--- config.mk ---
export PLATFORM = sky130hd
export DESIGN_NAME = audio_sample_fifo
export DESIGN_NICKNAME = d
export VERILOG_FILES = /design/src/rtl/audio_sample_fifo.sv
export SDC_FILE = /design/constraint.sdc
export NUM_CORES = 2
export LEC_CHECK = 0
export CORE_MARGIN = 2
export CORE_UTILIZATION = 60
export DETAILED_ROUTE_END_ITERATION = 10
export PLACE_DENSITY = 0.79
export SLEW_MARGIN = 20
export SYNTH_ARGS = -nofsm -noshare
export SYNTH_HDL_FRONTEND = slang
export SYNTH_SLANG_ARGS = --single-unit
--- constraint.sdc ---
create_clock -name clk12 -period 4.3 [get_ports clk12]
set_input_delay 0.43 -clock clk12 [delete_from_list [all_inputs] [get_ports clk12]]
set_output_delay 0.43 -clock clk12 [all_outputs]
set_load 0.1 [all_outputs]
--- src/rtl/audio_sample_fifo.sv ---
// Stereo sample FIFO that releases one {left,right} pair per DIV clk12 cycles to the audio output block.
// Optional build macro AUDIO_FIFO_HOLD_ON_UNDERRUN_EN: hold the last pair on underrun instead of emitting silence.
module audio_sample_fifo #(
   parameter int DEPTH_LOG2 = 6,
   parameter int DIV        = 125,
   parameter int LOW_WATER  = 16
) (
   input  logic                  clk12,
   input  logic                  reset12,
   input  logic                  wr_valid,
   output logic                  wr_ready,
   input  logic [15:0]           wr_left,
   input  logic [15:0]           wr_right,
   input  logic                  flush,
   input  logic                  clr_underrun,
   output logic [15:0]           audio_left_sample,
   output logic [15:0]           audio_right_sample,
   output logic                  sample_tick,
   output logic [DEPTH_LOG2:0]   level,
   output logic                  low_water,
   output logic [15:0]           underrun_count
);

   localparam int                DEPTH    = 1 << DEPTH_LOG2;
   localparam int                CW       = $clog2(DIV);
   localparam logic [DEPTH_LOG2:0] FULL_LVL = (DEPTH_LOG2 + 1)'(DEPTH);
   localparam logic [DEPTH_LOG2:0] LOW_LVL  = (DEPTH_LOG2 + 1)'(LOW_WATER);
   localparam logic [CW-1:0]     DIV_LAST = CW'(DIV - 1);

   logic [31:0]             mem_q [DEPTH];
   logic [DEPTH_LOG2-1:0]   wr_ptr_q, wr_ptr_d, rd_ptr_q, rd_ptr_d;
   logic [DEPTH_LOG2:0]     level_q, level_d;
   logic [CW-1:0]           div_cnt_q, div_cnt_d;
   logic [15:0]             left_q, left_d, right_q, right_d;
   logic [15:0]             urun_q, urun_d;
   logic                    tick_q, tick_d, low_q, low_d, ready_q, ready_d;
   logic                    tick, push, pop, underrun;

   always_comb begin
      tick     = (div_cnt_q == DIV_LAST);
      push     = wr_valid && ready_q && !flush;
      pop      = tick && (level_q != '0) && !flush;
      underrun = tick && (level_q == '0);

      div_cnt_d = tick ? '0 : div_cnt_q + 1'b1;
      wr_ptr_d  = wr_ptr_q;
      rd_ptr_d  = rd_ptr_q;
      level_d   = level_q;
      left_d    = left_q;
      right_d   = right_q;
      tick_d    = tick;
      urun_d    = urun_q;

      if (flush) begin
         // div_cnt keeps running so the output sample phase is not disturbed.
         wr_ptr_d = '0;
         rd_ptr_d = '0;
         level_d  = '0;
         left_d   = '0;
         right_d  = '0;
      end else begin
         if (push) wr_ptr_d = wr_ptr_q + 1'b1;
         if (pop) begin
            rd_ptr_d = rd_ptr_q + 1'b1;
            left_d   = mem_q[rd_ptr_q][31:16];
            right_d  = mem_q[rd_ptr_q][15:0];
         end
`ifndef AUDIO_FIFO_HOLD_ON_UNDERRUN_EN
         if (underrun) begin
            left_d  = '0;
            right_d = '0;
         end
`endif
         level_d = level_q + {{DEPTH_LOG2{1'b0}}, push} - {{DEPTH_LOG2{1'b0}}, pop};
      end

      if (clr_underrun) urun_d = '0;
      else if (underrun && (urun_q != 16'hFFFF)) urun_d = urun_q + 16'd1;

      // Ready is registered from next-state level, so a pop never opens a full FIFO in the same cycle.
      low_d   = (level_d < LOW_LVL);
      ready_d = (level_d != FULL_LVL);
   end

   always_ff @(posedge clk12 or posedge reset12) begin
      if (reset12) begin
         wr_ptr_q  <= '0;
         rd_ptr_q  <= '0;
         level_q   <= '0;
         div_cnt_q <= '0;
         left_q    <= '0;
         right_q   <= '0;
         tick_q    <= 1'b0;
         urun_q    <= '0;
         low_q     <= 1'b1;
         ready_q   <= 1'b0;
      end else begin
         wr_ptr_q  <= wr_ptr_d;
         rd_ptr_q  <= rd_ptr_d;
         level_q   <= level_d;
         div_cnt_q <= div_cnt_d;
         left_q    <= left_d;
         right_q   <= right_d;
         tick_q    <= tick_d;
         urun_q    <= urun_d;
         low_q     <= low_d;
         ready_q   <= ready_d;
      end
   end

   always_ff @(posedge clk12) begin
      if (push) mem_q[wr_ptr_q] <= {wr_left, wr_right};
   end

   assign wr_ready           = ready_q;
   assign audio_left_sample  = left_q;
   assign audio_right_sample = right_q;
   assign sample_tick        = tick_q;
   assign level              = level_q;
   assign low_water          = low_q;
   assign underrun_count     = urun_q;

endmodule

==> results.txt <==
IO Port Bufs - 94
register clock-pin slew on the reported worst setup and hold paths - 60 ps
Worst slew margin - 22.9%
Num CTS Buffers - 193
Seq. cell area - 0.0634 sq mm
hold slack - 46.5 ps
Peak supply drop - 0.000456 V
maximum clock insertion buffer count - 3
post-synthesis cell area - 0.0820 sq mm
Util after Layout - 68.3%
Multi-input gate area - 0.0178 sq mm
clock skew - 21.8 ps
Area growth syn-to-layout - 12.9%
flops & latches, synth - 2125
Die H - 374 um
r2r startpoint - level[3]$_DFF_PP0_
Yosys cell types - 55
Critical Path End Type - flip-flop
ys flop type - edfxtp_1
Total GRT Usage - 29.9%
startpoint class of the critical path - flip-flop
Die Wd - 374 um
Filler cells - 7809
per-cell routed wire length - 34.7 um
post-DR vias/cell - 6.93
Worst Hold End - mem_q[5][31]$_DFFE_PP_
Critical Path RT - 5040 ps
cell accounting for the most synthesized area - edfxtp_1
synth warn - 0
max-cap viol count - 0
Slew @ Worst Pin - 1150 ps
non-filler cells, final - 5949
Post-Route WL - 206000 um
buffer count from post-CTS setup fixing - 0
Synth top cells by count - edfxtp_1 (2048), mux4_2 (509), mux2i_1 (161)
H-tree levels - 4
Async S/R FF share, synth - 3.62%
Starting Density - 60.5%
initial drt markers - 6499
hold_buf cts - 0
RSZ-0062 raised after global routing - no
TritonRoute pass-1 iters - 7
# IOs - 95
Detailed Place HPWL - 111000 um
share of cells above drive strength 1 - 26.8%
Peak Freq - 278 MHz
FF-to-FF End - low_water$_DFF_PP1_
most frequent cell after synthesis - edfxtp_1
post-synth top area share - 75.0%
Remaining DRCs - 0
number of synthesized flops with an enable pin - 2048
Mapped Nets - 3778
largest net degree at the start of global routing - 65
first-pass GRT wire length - 296000 um
crit path time final - 3600 ps
Root Buffer Master - clkbuf_16
Leak Pwr - 28.8 nW
Fin. Hold Viols - 0
number of global-route vias before repair - 41.7k
post-cts sizing count - 0
Slew Viols, Final - 0
Arrival @ worst endpoint - 4330 ps
via count - 41.2k
Cell Pwr Density - 443 mW/mm^2
clock latency on the worst-skew pair - 810 ps
initial antenna violation count - 11
worst min path class - primary input to flip-flop
crit path max fanout - 4
Tcrit/Tclk final - 83.6%
setup_tns - 0 ps
status - finished, final reports clean
CTS tree - yes
# setup viols final - 0
Syn Inst Count - 3726
Setup CP Type - flip-flop to flip-flop
placed cell count - 5584
antenna-violating nets left - 0
synth top area cells - edfxtp_1 (75%), mux4_2 (14%), dfrtp_1 (2.3%)
start point of the worst hold path - wr_left[15]
Syn Area/Cell - 22.0 sq um
DIE AREA - 0.140 sq mm
# rows - 135
Clock Sink Count - 2125
reg2reg path depth - 17
fin nets - 4050
hold path depth - 1
Core Area - 0.135 sq mm
Routability Congestion - 0.859
flop-to-flop setup slack - 700 ps
gr ovfl total - 0
sequential-to-total area share from yosys stat - 77.4%
==> worst max path at each step <==
| stage | end | from | slack, ps | cells past startpoint |
|---|---|---|---|---|
| 2_1_floorplan | mem_q[62][0]$_DFFE_PP_ | wr_ready$_DFF_PP0_ | 450 | 6 |
| 3_3_place_gp | low_water$_DFF_PP1_ | level[2]$_DFF_PP0_ | 790 | 17 |
| 3_5_place_dp | mem_q[2][11]$_DFFE_PP_ | wr_valid | 730 | 8 |
| 4_1_cts | low_water$_DFF_PP1_ | level[2]$_DFF_PP0_ | 730 | 17 |
| 5_1_grt | low_water$_DFF_PP1_ | level[2]$_DFF_PP0_ | 450 | 17 |
| 6_report | low_water$_DFF_PP1_ | level[3]$_DFF_PP0_ | 700 | 17 |
==> through the flow <==
step           worst slack, ps  power, mW  instance area, sq um
2_1_floorplan              452       23.8                 82000
3_3_place_gp               792       24.3                 86200
3_5_place_dp               725       24.3                 86200
4_1_cts                    735       41.1                 92500
5_1_grt                    450       41.9                 92500
6_report                   704       41.0                 92500
==> layout make-up <==
cell class / instances / area share (%)
antenna: 7 / 0.0189
clock buffer: 254 / 5.72
clock inverter: 104 / 1.05
inverter: 22 / 0.0960
multi-input combinational: 1369 / 19.3
sequential: 2125 / 68.6
tap: 1781 / 2.41
timing repair buffer: 287 / 2.89
==> logic make-up after synthesis <==
logic type	synth area share [%]
AND/OR/NAND/NOR	2.25
adder cells (fa/ha/maj)	0.238
buffers and inverters	1.51
XOR/XNOR	0.321
multiplexers	16.1
flip-flops	77.4
AO/OA/AOI/OAI	2.20
==> routing by layer <==
layer	part of all wire [%]	GRT usage, %	vias up
li1	-	-	16100
met1	34	40.4	21300
met2	48	46.8	3204
met3	13	8.09	519
met4	4.6	12.3	6
met5	0.015	0	-
==> cell usage in the layout, fill, tap and decap left out, types with 6 or more instances in the layout <==
| cell | instances |
|---|---|
| edfxtp_1 | 2048 |
| mux4_2 | 509 |
| clkbuf_16 | 202 |
| buf_4 | 168 |
| mux2i_1 | 161 |
| nand2_1 | 107 |
| nand3_1 | 81 |
| dfrtp_1 | 71 |
| nor2_4 | 62 |
| clkdlybuf4s50_1 | 62 |
| a21oi_1 | 52 |
| nor2_1 | 51 |
| clkbuf_1 | 48 |
| a22oi_1 | 47 |
| clkinv_1 | 43 |
| clkinv_2 | 35 |
| buf_12 | 34 |
| nor2b_1 | 31 |
| o22ai_1 | 29 |
| o211ai_1 | 27 |
| buf_2 | 23 |
| inv_1 | 20 |
| xnor2_1 | 19 |
| bufinv_16 | 19 |
| a32oi_1 | 18 |
| a211oi_2 | 18 |
| ha_1 | 14 |
| mux2_2 | 12 |
| xor2_1 | 11 |
| a31oi_1 | 10 |
| a211oi_1 | 10 |
| o21ai_0 | 9 |
| or3_1 | 8 |
| diode_2 | 7 |
| and2_1 | 7 |
| nand4_1 | 6 |
| nor3_1 | 6 |
| nand2b_1 | 6 |
==> critical path, cell delays in order (launching register included) <==
cell and delay (ps):
dfrtp_1 400, inv_1 90, ha_1 140, or4b_4 470
o211ai_1 230, buf_4 180, nor2_1 50, ha_1 270
inv_1 70, ha_1 160, inv_1 60, fa_1 430
nand2b_1 170, a21oi_1 180, or2_2 150, nor3_1 50
a211o_1 290, nor2b_1 140
==> where the power goes <==
part	internal [mW]	switching [mW]	total, mW
sequential	22.8	0.0418	22.8
combinational	0.251	0.826	1.08
clock	9.77	7.33	17.1
==> registers in the layout, summed over array words and instances, names as in the netlist <==
name	count
wr_ptr_q	6
low_water	1
level	7
sample_tick	1
mem_q	2048
rd_ptr_q	6
audio_left_sample	16
wr_ready	1
audio_right_sample	16
underrun_count	16
div_cnt_q	7
Power figures use the tool's default switching activity.
